===== config.mk =====
export PLATFORM = sky130hd
export DESIGN_NAME = multiword_adder_sequencer
export DESIGN_NICKNAME = d
export VERILOG_FILES = /design/src/rtl/multiword_adder_sequencer.sv
export SDC_FILE = /design/constraint.sdc
export NUM_CORES = 1
export LEC_CHECK = 0
export ABC_AREA = 1
export BUFFER_PORTS_ARGS = -buffer_cell sky130_fd_sc_hd__buf_2
export CAP_MARGIN = 40
export CORE_MARGIN = 2
export CORE_UTILIZATION = 50
export CTS_BUF_LIST = sky130_fd_sc_hd__clkbuf_4
export CTS_CLUSTER_DIAMETER = 40
export DETAILED_ROUTE_END_ITERATION = 6
export PLACE_DENSITY = 0.74
export REMOVE_ABC_BUFFERS = 1
export SETUP_SLACK_MARGIN = 0.15
export SLEW_MARGIN = 20
export SYNTH_ARGS = -nofsm -noshare
export SYNTH_HDL_FRONTEND = slang
export SYNTH_SLANG_ARGS = --single-unit
export TNS_END_PERCENT = 30

===== constraint.sdc =====
create_clock -name clk -period 5.4 [get_ports clk]
set_clock_uncertainty 0.05 [all_clocks]
set_input_delay 1.08 -clock clk [delete_from_list [all_inputs] [get_ports clk]]
set_output_delay 1.08 -clock clk [all_outputs]
set_load 0.005 [all_outputs]

===== src/rtl/multiword_adder_sequencer.sv =====
// Multi-word add/subtract built from one N-bit ripple-carry slice reused over WORDS cycles,
// least-significant slice first, with valid/ready handshakes on operand and result sides.
module multiword_adder_sequencer #(
    parameter int unsigned N     = 8,
    parameter int unsigned WORDS = 4
) (
    input  logic                 clk,
    input  logic                 rst,
    input  logic                 in_valid,
    output logic                 in_ready,
    input  logic [N*WORDS-1:0]   a,
    input  logic [N*WORDS-1:0]   b,
    input  logic                 c_in,
    input  logic                 sub,
    output logic                 out_valid,
    input  logic                 out_ready,
    output logic [N*WORDS-1:0]   s,
    output logic                 c_out,
    output logic                 ovf
);

    localparam int unsigned W  = N * WORDS;
    localparam int unsigned IW = (WORDS > 1) ? $clog2(WORDS) : 1;

    localparam logic [1:0] IDLE = 2'd0;
    localparam logic [1:0] RUN  = 2'd1;
    localparam logic [1:0] DONE = 2'd2;

    logic [1:0]    state_q, state_d;
    logic [IW-1:0] idx_q, idx_d;
    logic [W-1:0]  a_q, a_d;
    logic [W-1:0]  b_q, b_d;
    logic          carry_q, carry_d;
    logic [W-1:0]  s_q, s_d;
    logic          c_out_q, c_out_d;
    logic          ovf_q, ovf_d;
    logic          in_ready_q, in_ready_d;
    logic          out_valid_q, out_valid_d;

    logic [N-1:0]  a_sl, b_sl, sum;
    logic          add_co, rc;
    logic          last;

    // Slice mux and the shared N-bit ripple-carry adder
    always_comb begin
        a_sl = '0;
        b_sl = '0;
        for (int unsigned w = 0; w < WORDS; w++) begin
            if (idx_q == IW'(w)) begin
                a_sl = a_q[w*N +: N];
                b_sl = b_q[w*N +: N];
            end
        end
        sum = '0;
        rc  = carry_q;
        for (int unsigned i = 0; i < N; i++) begin
            sum[i] = a_sl[i] ^ b_sl[i] ^ rc;
            rc     = (a_sl[i] & b_sl[i]) | (rc & (a_sl[i] ^ b_sl[i]));
        end
        add_co = rc;
        last   = (idx_q == IW'(WORDS - 1));
    end

    always_comb begin
        state_d   = state_q;
        idx_d     = idx_q;
        a_d       = a_q;
        b_d       = b_q;
        carry_d   = carry_q;
        s_d       = s_q;
        c_out_d   = c_out_q;
        ovf_d     = ovf_q;
        case (state_q)
            IDLE: begin
                if (in_valid && in_ready_q) begin
                    a_d     = a;
                    b_d     = sub ? ~b : b;
                    carry_d = sub ? 1'b1 : c_in;
                    idx_d   = '0;
                    state_d = RUN;
                end
            end
            RUN: begin
                for (int unsigned w = 0; w < WORDS; w++) begin
                    if (idx_q == IW'(w)) begin
                        s_d[w*N +: N] = sum;
                    end
                end
                carry_d = add_co;
                idx_d   = idx_q + IW'(1);
                if (last) begin
                    c_out_d = add_co;
                    // b_q already holds the effective (possibly inverted) operand
                    ovf_d   = (a_q[W-1] == b_q[W-1]) && (sum[N-1] != a_q[W-1]);
                    state_d = DONE;
                end
            end
            DONE: begin
                if (out_ready) begin
                    state_d = IDLE;
                end
            end
            default: state_d = IDLE;
        endcase
        in_ready_d  = (state_d == IDLE);
        out_valid_d = (state_d == DONE);
    end

    always_ff @(posedge clk or posedge rst) begin
        if (rst) begin
            state_q     <= IDLE;
            idx_q       <= '0;
            a_q         <= '0;
            b_q         <= '0;
            carry_q     <= 1'b0;
            s_q         <= '0;
            c_out_q     <= 1'b0;
            ovf_q       <= 1'b0;
            in_ready_q  <= 1'b1;
            out_valid_q <= 1'b0;
        end else begin
            state_q     <= state_d;
            idx_q       <= idx_d;
            a_q         <= a_d;
            b_q         <= b_d;
            carry_q     <= carry_d;
            s_q         <= s_d;
            c_out_q     <= c_out_d;
            ovf_q       <= ovf_d;
            in_ready_q  <= in_ready_d;
            out_valid_q <= out_valid_d;
        end
    end

    assign in_ready  = in_ready_q;
    assign out_valid = out_valid_q;
    assign s         = s_q;
    assign c_out     = c_out_q;
    assign ovf       = ovf_q;

endmodule


==> reports/metrics.cfg, run 1 <==
[outcome]
outcome=completed

[setup_path]
cp_data_arrival_time_ns=5.15
critPathKind=reg2reg
critical_path_required_ns=5.74
critical_path.reg2reg.endpoint=ovf$_DFFE_PP0P_
reg2reg_from=idx_q[1]$_DFFE_PP0P_
critical_path.max_fanout=14
ff2ff_setup_slack_ns=0.58
critical-path-top-cell-by-count=sky130_fd_sc_hd__fa_1
cp-end-kind=register
rr_worst_depth=21
startpoint_type=register
timing.critical_path.cells=inv_1 -> ha_1 -> inv_1 -> nand2_1 -> nand3_1 -> a21oi_1 -> fa_1 -> fa_1 -> fa_1 -> inv_1 -> fa_1 -> fa_1 -> fa_1 -> fa_1 -> inv_1 -> fa_1 -> inv_1 -> nand3_1 -> nand2_1 -> nand2_1 -> nand2_1
cp_slowest_cell=sky130_fd_sc_hd__fa_1
slowest_delay_ns=0.44

[logic_synthesis]
yosysWarnings=0
synth_sequential_area_ratio=0.523
synth_edf_count=0
syn-cell-area_um2=5020
yosys-top-cells-count=sky130_fd_sc_hd__nand2_1, sky130_fd_sc_hd__dfrtp_1, sky130_fd_sc_hd__o21ai_0
asyncSetResetFlopFracSynth=1.00
yosys-top-cells-area=sky130_fd_sc_hd__dfrtp_1, sky130_fd_sc_hd__nand2_1, sky130_fd_sc_hd__xnor2_1, sky130_fd_sc_hd__o21ai_0, sky130_fd_sc_hd__o21ai_1
ys_types=25
yosys.cell_count.top_type=sky130_fd_sc_hd__nand2_1
synth-seq-cells=105
syn-instance-count=581
fraction_of_synthesized_cell_area_taken_by_the_top_area_cell_type=0.518
netlist.top_cell.by_area=sky130_fd_sc_hd__dfrtp_1
synthesis.area_per_instance_um2=8.65
synth_flop_cell=sky130_fd_sc_hd__dfrtp_1

[cells_and_area]
layout-drive-gt1-share=0.216
postLayoutCoreUtil=0.593
flow.area_growth_from_synthesis_pct=15.3
total_of_fill_cells_in_the_finished_design=896
finalNetCount=754
antenna-diode-count=0

[run]
maximum_capacitance_violations=0

[global_routing]
grtUsageMet2=0.327
antenna_found_initial=0
busiest_layer=met2
grt_max_degree=70
global_route.usage.met1=0.313
grt_overflow=0
grt_first_pass_wirelength_mm=18.8
global_route.usage.met3=0.0357
gr-usage-all-layers=0.215
grt_pass1_vias=3907

[drt]
detail-route-antenna-nets=0
post-route-drc-count=0
dr_total_vias=4037
post_drt_wl_per_cell_um=13.6
via_per_inst=4.98
wirelength_mm=11.0
drtIter0Drc=264
detailedRoute.firstPassIterationCount=4

[power]
power.static_leakage_nw=3.03
finalPower_mw=3.70
cellPowerDensity_nw_per_um2=639
vdd.ir_drop.worst_mv=0.233

[placed_design]
placement.io_buffers=105
place_hpwl_mm=8.01
gp_congestion=0.869

[sta]
timing_max_transition_violations_final=0
fmax_ghz=0.208
tightest_slew_ns=0.686
setup_violations=0
timing.final.hold_violations=0
final.min_clock_period_ns=4.82
rsz_0062_raised_after_global_routing=false
slew_headroom=0.543
layout_worst_path_cycle_share=0.892
final.setup.tns_ns=0

[clocking]
tritoncts=done
insertion_delay_ns=0.44
max-clock-path-buffers=2
cts_hold_buffers=0
cts.repair_timing.setup_buffer_count=0
number_of_cts_inserted_buffers=9
htree_num_levels=3
clock_sinks=105
clkTransAtPathRegs_ns=0.15
cts-root-buf=sky130_fd_sc_hd__clkbuf_4
cts_resized=0

[floorplanning]
initial_standard_cell_utilization_of_the_core=0.514
core_area_um2=9770
die_h_um=104
ios=106
std_cell_rows=36
floorplan.die.width_um=104
die_area_um2=10900

[worst_hold_path]
holdCritStartpoint=c_out$_DFFE_PP0P_
holdCritPathClass=reg2reg
hold_depth=2
min_delay_worst_endpoint=c_out$_DFFE_PP0P_

==> through the flow <==
step	cell area, µm²	hold WS (ns)	setup slack (ns)	std cells
floorplan	4840	0.396	0.858	549
global placement	5570	0.415	0.789	792
detailed placement	5570	0.415	0.661	792
CTS	5760	0.451	0.630	808
global route	5790	0.471	0.297	810
finish	5790	0.444	0.583	810
==> metal layers <==
metal  up-vias  part of all wire
li1       2001                 -
met5         -                 0
met3        19             0.050
met1      1884              0.48
met2       133              0.45
met4         0             0.018
==> worst max-delay path by stage <==
stage                      endpoint                  from  slack [ns]  cells after the start
CTS                 ovf$_DFFE_PP0P_  idx_q[1]$_DFFE_PP0P_        0.63                     21
finish              ovf$_DFFE_PP0P_  idx_q[1]$_DFFE_PP0P_        0.58                     21
detailed placement  ovf$_DFFE_PP0P_  idx_q[1]$_DFFE_PP0P_        0.66                     21
global placement    ovf$_DFFE_PP0P_  idx_q[1]$_DFFE_PP0P_        0.79                     21
floorplan           ovf$_DFFE_PP0P_  idx_q[1]$_DFFE_PP0P_        0.86                     21
global route        ovf$_DFFE_PP0P_  idx_q[1]$_DFFE_PP0P_        0.30                     21
==> layout by cell type (no fill, tap or decap), types with 4 or more instances in the layout <==
| cell type | netlist | layout |
|---|---|---|
| sky130_fd_sc_hd__nand3_1 | 16 | 16 |
| sky130_fd_sc_hd__buf_2 | 14 | 105 |
| sky130_fd_sc_hd__o21ai_1 | 36 | 36 |
| sky130_fd_sc_hd__o21ai_0 | 41 | 41 |
| sky130_fd_sc_hd__or2_2 | 6 | 6 |
| sky130_fd_sc_hd__clkbuf_4 | 0 | 12 |
| sky130_fd_sc_hd__buf_4 | 6 | 5 |
| sky130_fd_sc_hd__xnor2_1 | 32 | 32 |
| sky130_fd_sc_hd__a21oi_1 | 27 | 27 |
| sky130_fd_sc_hd__dfrtp_1 | 104 | 104 |
| sky130_fd_sc_hd__inv_2 | 4 | 4 |
| sky130_fd_sc_hd__fa_1 | 8 | 8 |
| sky130_fd_sc_hd__ha_1 | 4 | 4 |
| sky130_fd_sc_hd__nand2_1 | 218 | 218 |
| sky130_fd_sc_hd__nor2_1 | 10 | 10 |
| sky130_fd_sc_hd__inv_1 | 31 | 30 |
==> cell type report <==
type / instances / area (µm²) / share of cell area
Sequential cell: 105 / 2630 / 0.454
Clock buffer: 12 / 90.1 / 0.0156
Inverter: 35 / 134 / 0.0231
Timing Repair Buffer: 112 / 598 / 0.103
Clock inverter: 4 / 93.8 / 0.0162
Tap cell: 133 / 166 / 0.0287
Multi-Input combinational cell: 409 / 2080 / 0.359
==> cells by family after synthesis <==
group	after synthesis	synth area share
xor+xnor	32	0.0558
fa+ha+maj	12	0.0418
simple gates	258	0.208
buf+inv	67	0.0627
compound gates	107	0.108
flops	105	0.523
==> state kept, by name (all words and copies together), names as in the netlist <==
| signal | flops |
|---|---|
| idx_q | 2 |
| s | 32 |
| state_q | 2 |
| carry_q | 1 |
| c_out | 1 |
| out_valid | 1 |
| in_ready | 1 |
| a_q | 32 |
| b_q | 32 |
| ovf | 1 |
==> where the power goes <==
group | leakage [nW] | switching [mW] | internal, mW
Sequential | 1.32 | 0.225 | 1.15
Clock | 0.0992 | 0.243 | 0.250
Combinational | 1.61 | 1.15 | 0.685
==> worst max-delay path, delay by kind of cell, from the launching register on <==
| kind | cells | cell delay, ns |
|---|---|---|
| and+or+nand+nor | 6 | 0.45 |
| adders and majority gates | 9 | 2.95 |
| buffers and inverters | 5 | 0.70 |
| AOI/OAI and AO/OA | 1 | 0.20 |
| DFF | 1 | 0.43 |
(Power assumes the default switching activity.)
==> run 2: changes to the inputs <==
Settings changed: CORE_UTILIZATION 50 to 35, PLACE_DENSITY 0.74 to default.
==> reports/metrics.cfg, run 2 (synthesis results as in run 1) <==
[cells_and_area]
layout-drive-gt1-share=0.217  ; was 0.216
layout.cells.most_common_list=sky130_fd_sc_hd__nand2_1, sky130_fd_sc_hd__buf_2, sky130_fd_sc_hd__dfrtp_1  ; unchanged
regArea_um2=2630  ; unchanged
layout.cells.most_common=sky130_fd_sc_hd__nand2_1  ; unchanged
finalNetCount=754  ; unchanged
flow.area_growth_from_synthesis_pct=14.9  ; was 15.3%
total_of_fill_cells_in_the_finished_design=1422  ; was 896
postLayoutCellArea_um2=5770  ; was 5790 µm²
antenna-diode-count=0  ; unchanged
final-instance-count-excl-fill=857  ; was 810
multi_input_comb_area_um2=2080  ; unchanged

[global_routing]
grt_overflow=0  ; unchanged
antenna_found_initial=0  ; unchanged
gr-usage-all-layers=0.167  ; was 0.215
grt_pass1_vias=4015  ; was 3907
grt_max_degree=91  ; was 70
grt_first_pass_wirelength_mm=19.5  ; was 18.8 mm

[placed_design]
placement.io_buffers=105  ; unchanged
place_hpwl_mm=8.93  ; was 8.01 mm
preCtsSetupSlack_ns=0.600  ; was 0.661 ns
place.detailed.instances=840  ; was 792
placed_area_um2=5640  ; was 5570 µm²
gp_congestion=0.862  ; was 0.869

[sta]
fmax_ghz=0.206  ; was 0.208 GHz
rsz_0062_raised_after_global_routing=false  ; unchanged
setup_violations=0  ; unchanged
tightest_slew_ns=0.784  ; was 0.686 ns
timing_max_transition_violations_final=0  ; unchanged
final.setup.tns_ns=0  ; unchanged
final.min_clock_period_ns=4.86  ; was 4.82 ns
timing.final.hold_violations=0  ; unchanged
layout_worst_path_cycle_share=0.900  ; was 0.892
slew_headroom=0.478  ; was 0.543
final_critical_path_setup_slack_ns=0.539  ; was 0.583 ns

[power]
vdd.ir_drop.worst_mv=0.250  ; was 0.233 mV
seq_power_share=0.379  ; was 0.373
clkPwrFrac=0.100  ; was 0.133
power_switching_mw=1.67  ; was 1.61 mW
cellPowerDensity_nw_per_um2=628  ; was 639 nW/µm²
combinational_share_of_power=0.521  ; was 0.494
netSwitchingFraction=0.460  ; was 0.436
intPower_mw=1.96  ; was 2.09 mW
power.static_leakage_nw=2.99  ; was 3.03 nW

[floorplanning]
floorplan.die.width_um=124  ; was 104 µm
std_cell_rows=43  ; was 36
die_h_um=124  ; was 104 µm
die_area_um2=15300  ; was 10900 µm²
ios=106  ; unchanged
initial_standard_cell_utilization_of_the_core=0.361  ; was 0.514
core_area_um2=13900  ; was 9770 µm²

[setup_path]
reg2reg_from=idx_q[1]$_DFFE_PP0P_  ; unchanged
cp_data_arrival_time_ns=5.25  ; was 5.15 ns
critical_path_required_ns=5.79  ; was 5.74 ns
endpoint=ovf$_DFFE_PP0P_  ; unchanged
critPathKind=reg2reg  ; unchanged
timing.critical_path.from=idx_q[1]$_DFFE_PP0P_  ; unchanged
startpoint_type=register  ; unchanged
rr_worst_depth=21  ; unchanged
ff2ff_setup_slack_ns=0.54  ; was 0.58 ns
critical_path.max_fanout=14  ; unchanged
cp-end-kind=register  ; unchanged
critical_path.reg2reg.endpoint=ovf$_DFFE_PP0P_  ; unchanged

[drt]
detailedRoute.firstPassIterationCount=4  ; unchanged
dr_total_vias=3982  ; was 4037
detail-route-antenna-nets=0  ; unchanged
wirelength_mm=12.0  ; was 11.0 mm
drtIter0Drc=277  ; was 264
post-route-drc-count=0  ; unchanged
post_drt_wl_per_cell_um=14.0  ; was 13.6 µm
via_per_inst=4.65  ; was 4.98

[clocking]
max-clock-path-buffers=2  ; unchanged
tritoncts=done  ; unchanged
clock_sinks=105  ; unchanged
clkTransAtPathRegs_ns=0.16  ; was 0.15 ns
cts.repair_timing.setup_buffer_count=0  ; unchanged
htree_num_levels=3  ; unchanged
cts-root-buf=sky130_fd_sc_hd__clkbuf_4  ; unchanged
insertion_delay_ns=0.48  ; was 0.44 ns
cts_resized=0  ; unchanged
cts_hold_buffers=0  ; unchanged
number_of_cts_inserted_buffers=9  ; unchanged

[outcome]
outcome=completed  ; unchanged

[run]
maximum_capacitance_violations=0  ; unchanged

[worst_hold_path]
holdCritPathClass=reg2reg  ; unchanged

==> run 2: cell types whose count changed in the layout (fill, tap and decap cells not counted), sizes merged <==
cell,before,now
bufinv,3,0
inv,35,36
clkinv,1,3
clkinvlp,0,1
clkbuf,12,11
==> run 2: layer usage <==
layer,wire length [µm],vias to the layer above,GRT usage
met5,0,-,0
met4,150,0,0.0497
met3,794,11,0.0385
met2,5460,110,0.269
met1,5620,1857,0.224
li1,-,2004,-
==> run 2: through the flow <==
stage | hold WS (ns) | power (mW) | utilization
detailed placement | 0.415 | 3.30 | 0.405
floorplan | 0.396 | 2.59 | -
CTS | 0.455 | 3.67 | 0.413
finish | 0.452 | 3.63 | 0.414
global route | 0.477 | 4.00 | 0.414
global placement | 0.411 | 3.24 | 0.405
==> run 2: layout make-up <==
| cell class | count | area share |
|---|---|---|
| clock inverter | 5 | 0.00542 |
| inverter | 35 | 0.0232 |
| timing repair buffer | 112 | 0.102 |
| multi-input combinational | 409 | 0.360 |
| tap | 180 | 0.0390 |
| clock buffer | 11 | 0.0143 |
| sequential | 105 | 0.455 |
==> run 2: power groups by stage <==
| stage | Clock [mW] | Combinational, mW | Sequential (mW) |
|---|---|---|---|
| floorplan | 0 | 1.26 | 1.33 |
| global placement | 0 | 1.85 | 1.39 |
| detailed placement | 0 | 1.91 | 1.39 |
| CTS | 0.376 | 1.91 | 1.38 |
| global route | 0.407 | 2.17 | 1.42 |
| finish | 0.363 | 1.89 | 1.38 |
==> run 2: worst min path at each step <==
stage                        startpoint             endpoint  slack (ns)  cells past startpoint
global route          s[14]$_DFFE_PP0P_    s[14]$_DFFE_PP0P_        0.48                      2
detailed placement  a_q[26]$_DFFE_PP0P_  a_q[26]$_DFFE_PP0P_        0.42                      2
global placement      c_out$_DFFE_PP0P_    c_out$_DFFE_PP0P_        0.41                      2
CTS                 a_q[29]$_DFFE_PP0P_  a_q[29]$_DFFE_PP0P_        0.45                      2
finish                 s[4]$_DFFE_PP0P_     s[4]$_DFFE_PP0P_        0.45                      2
floorplan           b_q[27]$_DFFE_PP0P_  b_q[27]$_DFFE_PP0P_        0.40                      2
==> run 2: worst max-delay path, cell delays in order (launching register included) <==
cell                      delay [ns]
sky130_fd_sc_hd__dfrtp_1        0.43
sky130_fd_sc_hd__inv_1          0.10
sky130_fd_sc_hd__ha_1           0.40
sky130_fd_sc_hd__inv_1          0.31
sky130_fd_sc_hd__nand2_1        0.14
sky130_fd_sc_hd__nand3_1        0.07
sky130_fd_sc_hd__a21oi_1        0.20
sky130_fd_sc_hd__fa_1           0.24
sky130_fd_sc_hd__fa_1           0.19
sky130_fd_sc_hd__fa_1           0.17
sky130_fd_sc_hd__inv_1          0.05
sky130_fd_sc_hd__fa_1           0.38
sky130_fd_sc_hd__fa_1           0.40
sky130_fd_sc_hd__fa_1           0.39
sky130_fd_sc_hd__fa_1           0.39
sky130_fd_sc_hd__inv_1          0.08
sky130_fd_sc_hd__fa_1           0.42
sky130_fd_sc_hd__inv_1          0.15
sky130_fd_sc_hd__nand3_1        0.08
sky130_fd_sc_hd__nand2_1        0.07
sky130_fd_sc_hd__nand2_1        0.04
sky130_fd_sc_hd__nand2_1        0.06
==> run 3: changes to the inputs <==
Clock period 5.4 ns to 5.7 ns, I/O delays scaled along.
==> reports/metrics.cfg, run 3 (synthesis results as in run 1) <==
[setup_path]
critical_path.max_fanout=14  ; unchanged
ff2ff_setup_slack_ns=0.71  ; was 0.54 ns
reg2reg_from=idx_q[1]$_DFFE_PP0P_  ; unchanged
critical_path_required_ns=6.08  ; was 5.79 ns
rr_worst_depth=22  ; was 21
startpoint_type=register  ; unchanged
cp-end-kind=register  ; unchanged
critical-path-top-cell-by-count=sky130_fd_sc_hd__fa_1  ; unchanged
critical_path.reg2reg.endpoint=ovf$_DFFE_PP0P_  ; unchanged
slowest_delay_ns=0.43  ; about the same
critPathKind=reg2reg  ; unchanged
cp_data_arrival_time_ns=5.37  ; was 5.25 ns
cp_slowest_cell=sky130_fd_sc_hd__dfrtp_1  ; unchanged
timing.critical_path.cells=inv_1 -> ha_1 -> buf_4 -> inv_1 -> nand2_1 -> nand3_1 -> a21oi_1 -> fa_1 -> fa_1 -> fa_1 -> inv_1 -> fa_1 -> fa_1 -> fa_1 -> fa_1 -> inv_1 -> fa_1 -> inv_1 -> nand3_1 -> nand2_1 -> nand2_1 -> nand2_1  ; was inv_1 -> ha_1 -> inv_1 -> nand2_1 -> nand3_1 -> a21oi_1 -> fa_1 -> fa_1 -> fa_1 -> inv_1 -> fa_1 -> fa_1 -> fa_1 -> fa_1 -> inv_1 -> fa_1 -> inv_1 -> nand3_1 -> nand2_1 -> nand2_1 -> nand2_1

[clocking]
cts.repair_timing.setup_buffer_count=0  ; unchanged
clock_sinks=105  ; unchanged
number_of_cts_inserted_buffers=9  ; unchanged
cts-root-buf=sky130_fd_sc_hd__clkbuf_4  ; unchanged
clkTransAtPathRegs_ns=0.16  ; about the same
htree_num_levels=3  ; unchanged
tritoncts=done  ; unchanged
cts_hold_buffers=0  ; unchanged
max-clock-path-buffers=2  ; unchanged
insertion_delay_ns=0.48  ; about the same
cts_resized=0  ; unchanged

[cells_and_area]
postLayoutCoreUtil=0.415  ; was 0.414
antenna-diode-count=0  ; unchanged
finalNetCount=754  ; unchanged
layout.cells.most_common=sky130_fd_sc_hd__nand2_1  ; unchanged
flow.area_growth_from_synthesis_pct=15.1  ; was 14.9%
final-instance-count-excl-fill=857  ; unchanged
layout.cells.most_common_list=sky130_fd_sc_hd__nand2_1, sky130_fd_sc_hd__buf_2, sky130_fd_sc_hd__dfrtp_1  ; unchanged
layout-drive-gt1-share=0.216  ; was 0.217

[drt]
drtIter0Drc=311  ; was 277
post-route-drc-count=0  ; unchanged
post_drt_wl_per_cell_um=13.9  ; was 14.0 µm
dr_total_vias=3993  ; was 3982
wirelength_mm=11.9  ; was 12.0 mm
detailedRoute.firstPassIterationCount=4  ; unchanged
via_per_inst=4.66  ; was 4.65
detail-route-antenna-nets=0  ; unchanged

[placed_design]
place.detailed.instances=840  ; unchanged
preCtsSetupSlack_ns=0.782  ; was 0.600 ns
placement.io_buffers=105  ; unchanged
place_hpwl_mm=8.78  ; was 8.93 mm
gp_congestion=0.808  ; was 0.862

[power]
intPower_mw=1.85  ; was 1.96 mW
power_switching_mw=1.59  ; was 1.67 mW
vdd.ir_drop.worst_mv=0.201  ; was 0.250 mV
clkPwrFrac=0.103  ; was 0.100
seq_power_share=0.378  ; was 0.379
cellPowerDensity_nw_per_um2=593  ; was 628 nW/µm²
combinational_share_of_power=0.519  ; was 0.521
netSwitchingFraction=0.462  ; was 0.460
power.static_leakage_nw=2.99  ; about the same

[worst_hold_path]
min_delay_worst_endpoint=ovf$_DFFE_PP0P_  ; was s[4]$_DFFE_PP0P_
hold_depth=2  ; unchanged
holdCritPathClass=reg2reg  ; unchanged
holdCritStartpoint=ovf$_DFFE_PP0P_  ; was s[4]$_DFFE_PP0P_

[outcome]
outcome=completed  ; unchanged

[global_routing]
antenna_found_initial=0  ; unchanged
grt_max_degree=92  ; was 91
grt_pass1_vias=3925  ; was 4015
grt_first_pass_wirelength_mm=19.5  ; about the same
grt_overflow=0  ; unchanged
gr-usage-all-layers=0.166  ; was 0.167

[sta]
slew_headroom=0.468  ; was 0.478
timing.final.hold_violations=0  ; unchanged
setup_violations=0  ; unchanged
rsz_0062_raised_after_global_routing=false  ; unchanged
fmax_ghz=0.201  ; was 0.206 GHz
tightest_slew_ns=0.799  ; was 0.784 ns
layout_worst_path_cycle_share=0.875  ; was 0.900
final.setup.tns_ns=0  ; unchanged
final.min_clock_period_ns=4.99  ; was 4.86 ns
timing_max_transition_violations_final=0  ; unchanged
final_critical_path_setup_slack_ns=0.713  ; was 0.539 ns

[floorplanning]
floorplan.die.width_um=124  ; unchanged
initial_standard_cell_utilization_of_the_core=0.361  ; unchanged
die_area_um2=15300  ; unchanged
ios=106  ; unchanged
std_cell_rows=43  ; unchanged
die_h_um=124  ; unchanged
core_area_um2=13900  ; unchanged

[run]
maximum_capacitance_violations=0  ; unchanged

## run 3: changes by cell type in the layout (fill, tap and decap cells not counted), sizes merged
| cell | delta |
|---|---|
| clkinv | +1 |
| clkbuf | -2 |
| inv | +1 |
## run 3: final cells by class
cell class | instances | area (µm²)
fill | 1445 | 8150
sequential | 105 | 2630
multi-input combinational | 409 | 2080
timing repair buffer | 112 | 591
tap | 180 | 225
inverter | 35 | 134
clock buffer | 9 | 67.6
clock inverter | 7 | 55.1
## run 3: worst max-delay path, delay by kind of cell, from the launching register on
| kind | cells | cell delay [ns] |
|---|---|---|
| adder cells (fa/ha/maj) | 9 | 2.96 |
| buffers and inverters | 6 | 0.84 |
| AND/OR/NAND/NOR | 6 | 0.46 |
| flip-flops | 1 | 0.43 |
| AO/OA/AOI/OAI | 1 | 0.19 |
## run 3: power by group through the flow
| stage | clock network, mW | logic [mW] | registers, mW |
|---|---|---|---|
| after global placement | 0 | 1.74 | 1.31 |
| after global routing | 0.399 | 2.06 | 1.34 |
| after floorplan | 0 | 1.19 | 1.26 |
| after CTS | 0.367 | 1.80 | 1.30 |
| after detailed placement | 0 | 1.80 | 1.32 |
| final | 0.352 | 1.78 | 1.30 |
## run 3: how the worst max path moves through the flow
stage	start	end	slack, ns
CTS	idx_q[1]$_DFFE_PP0P_	ovf$_DFFE_PP0P_	0.72
global placement	idx_q[1]$_DFFE_PP0P_	ovf$_DFFE_PP0P_	0.95
global route	idx_q[1]$_DFFE_PP0P_	ovf$_DFFE_PP0P_	0.38
finish	idx_q[1]$_DFFE_PP0P_	ovf$_DFFE_PP0P_	0.71
detailed placement	idx_q[1]$_DFFE_PP0P_	ovf$_DFFE_PP0P_	0.78
floorplan	idx_q[1]$_DFFE_PP0P_	ovf$_DFFE_PP0P_	1.16
## run 3: per-layer routing
metal  GRT usage  vias up  routed length (µm)
li1            -     2013                   -
met1       0.226     1839                5640
met2       0.260      120                5320
met3      0.0435       21                 707
met4      0.0533        0                 247
met5           0        -                   0
## run 3: per-stage QoR
step	area [µm²]	hold slack [ns]	total power, mW
2_1_floorplan	4840	0.396	2.46
4_1_cts	5760	0.458	3.47
3_5_place_dp	5640	0.415	3.12
6_report	5780	0.444	3.43
5_1_grt	5780	0.478	3.80
3_3_place_gp	5640	0.416	3.05
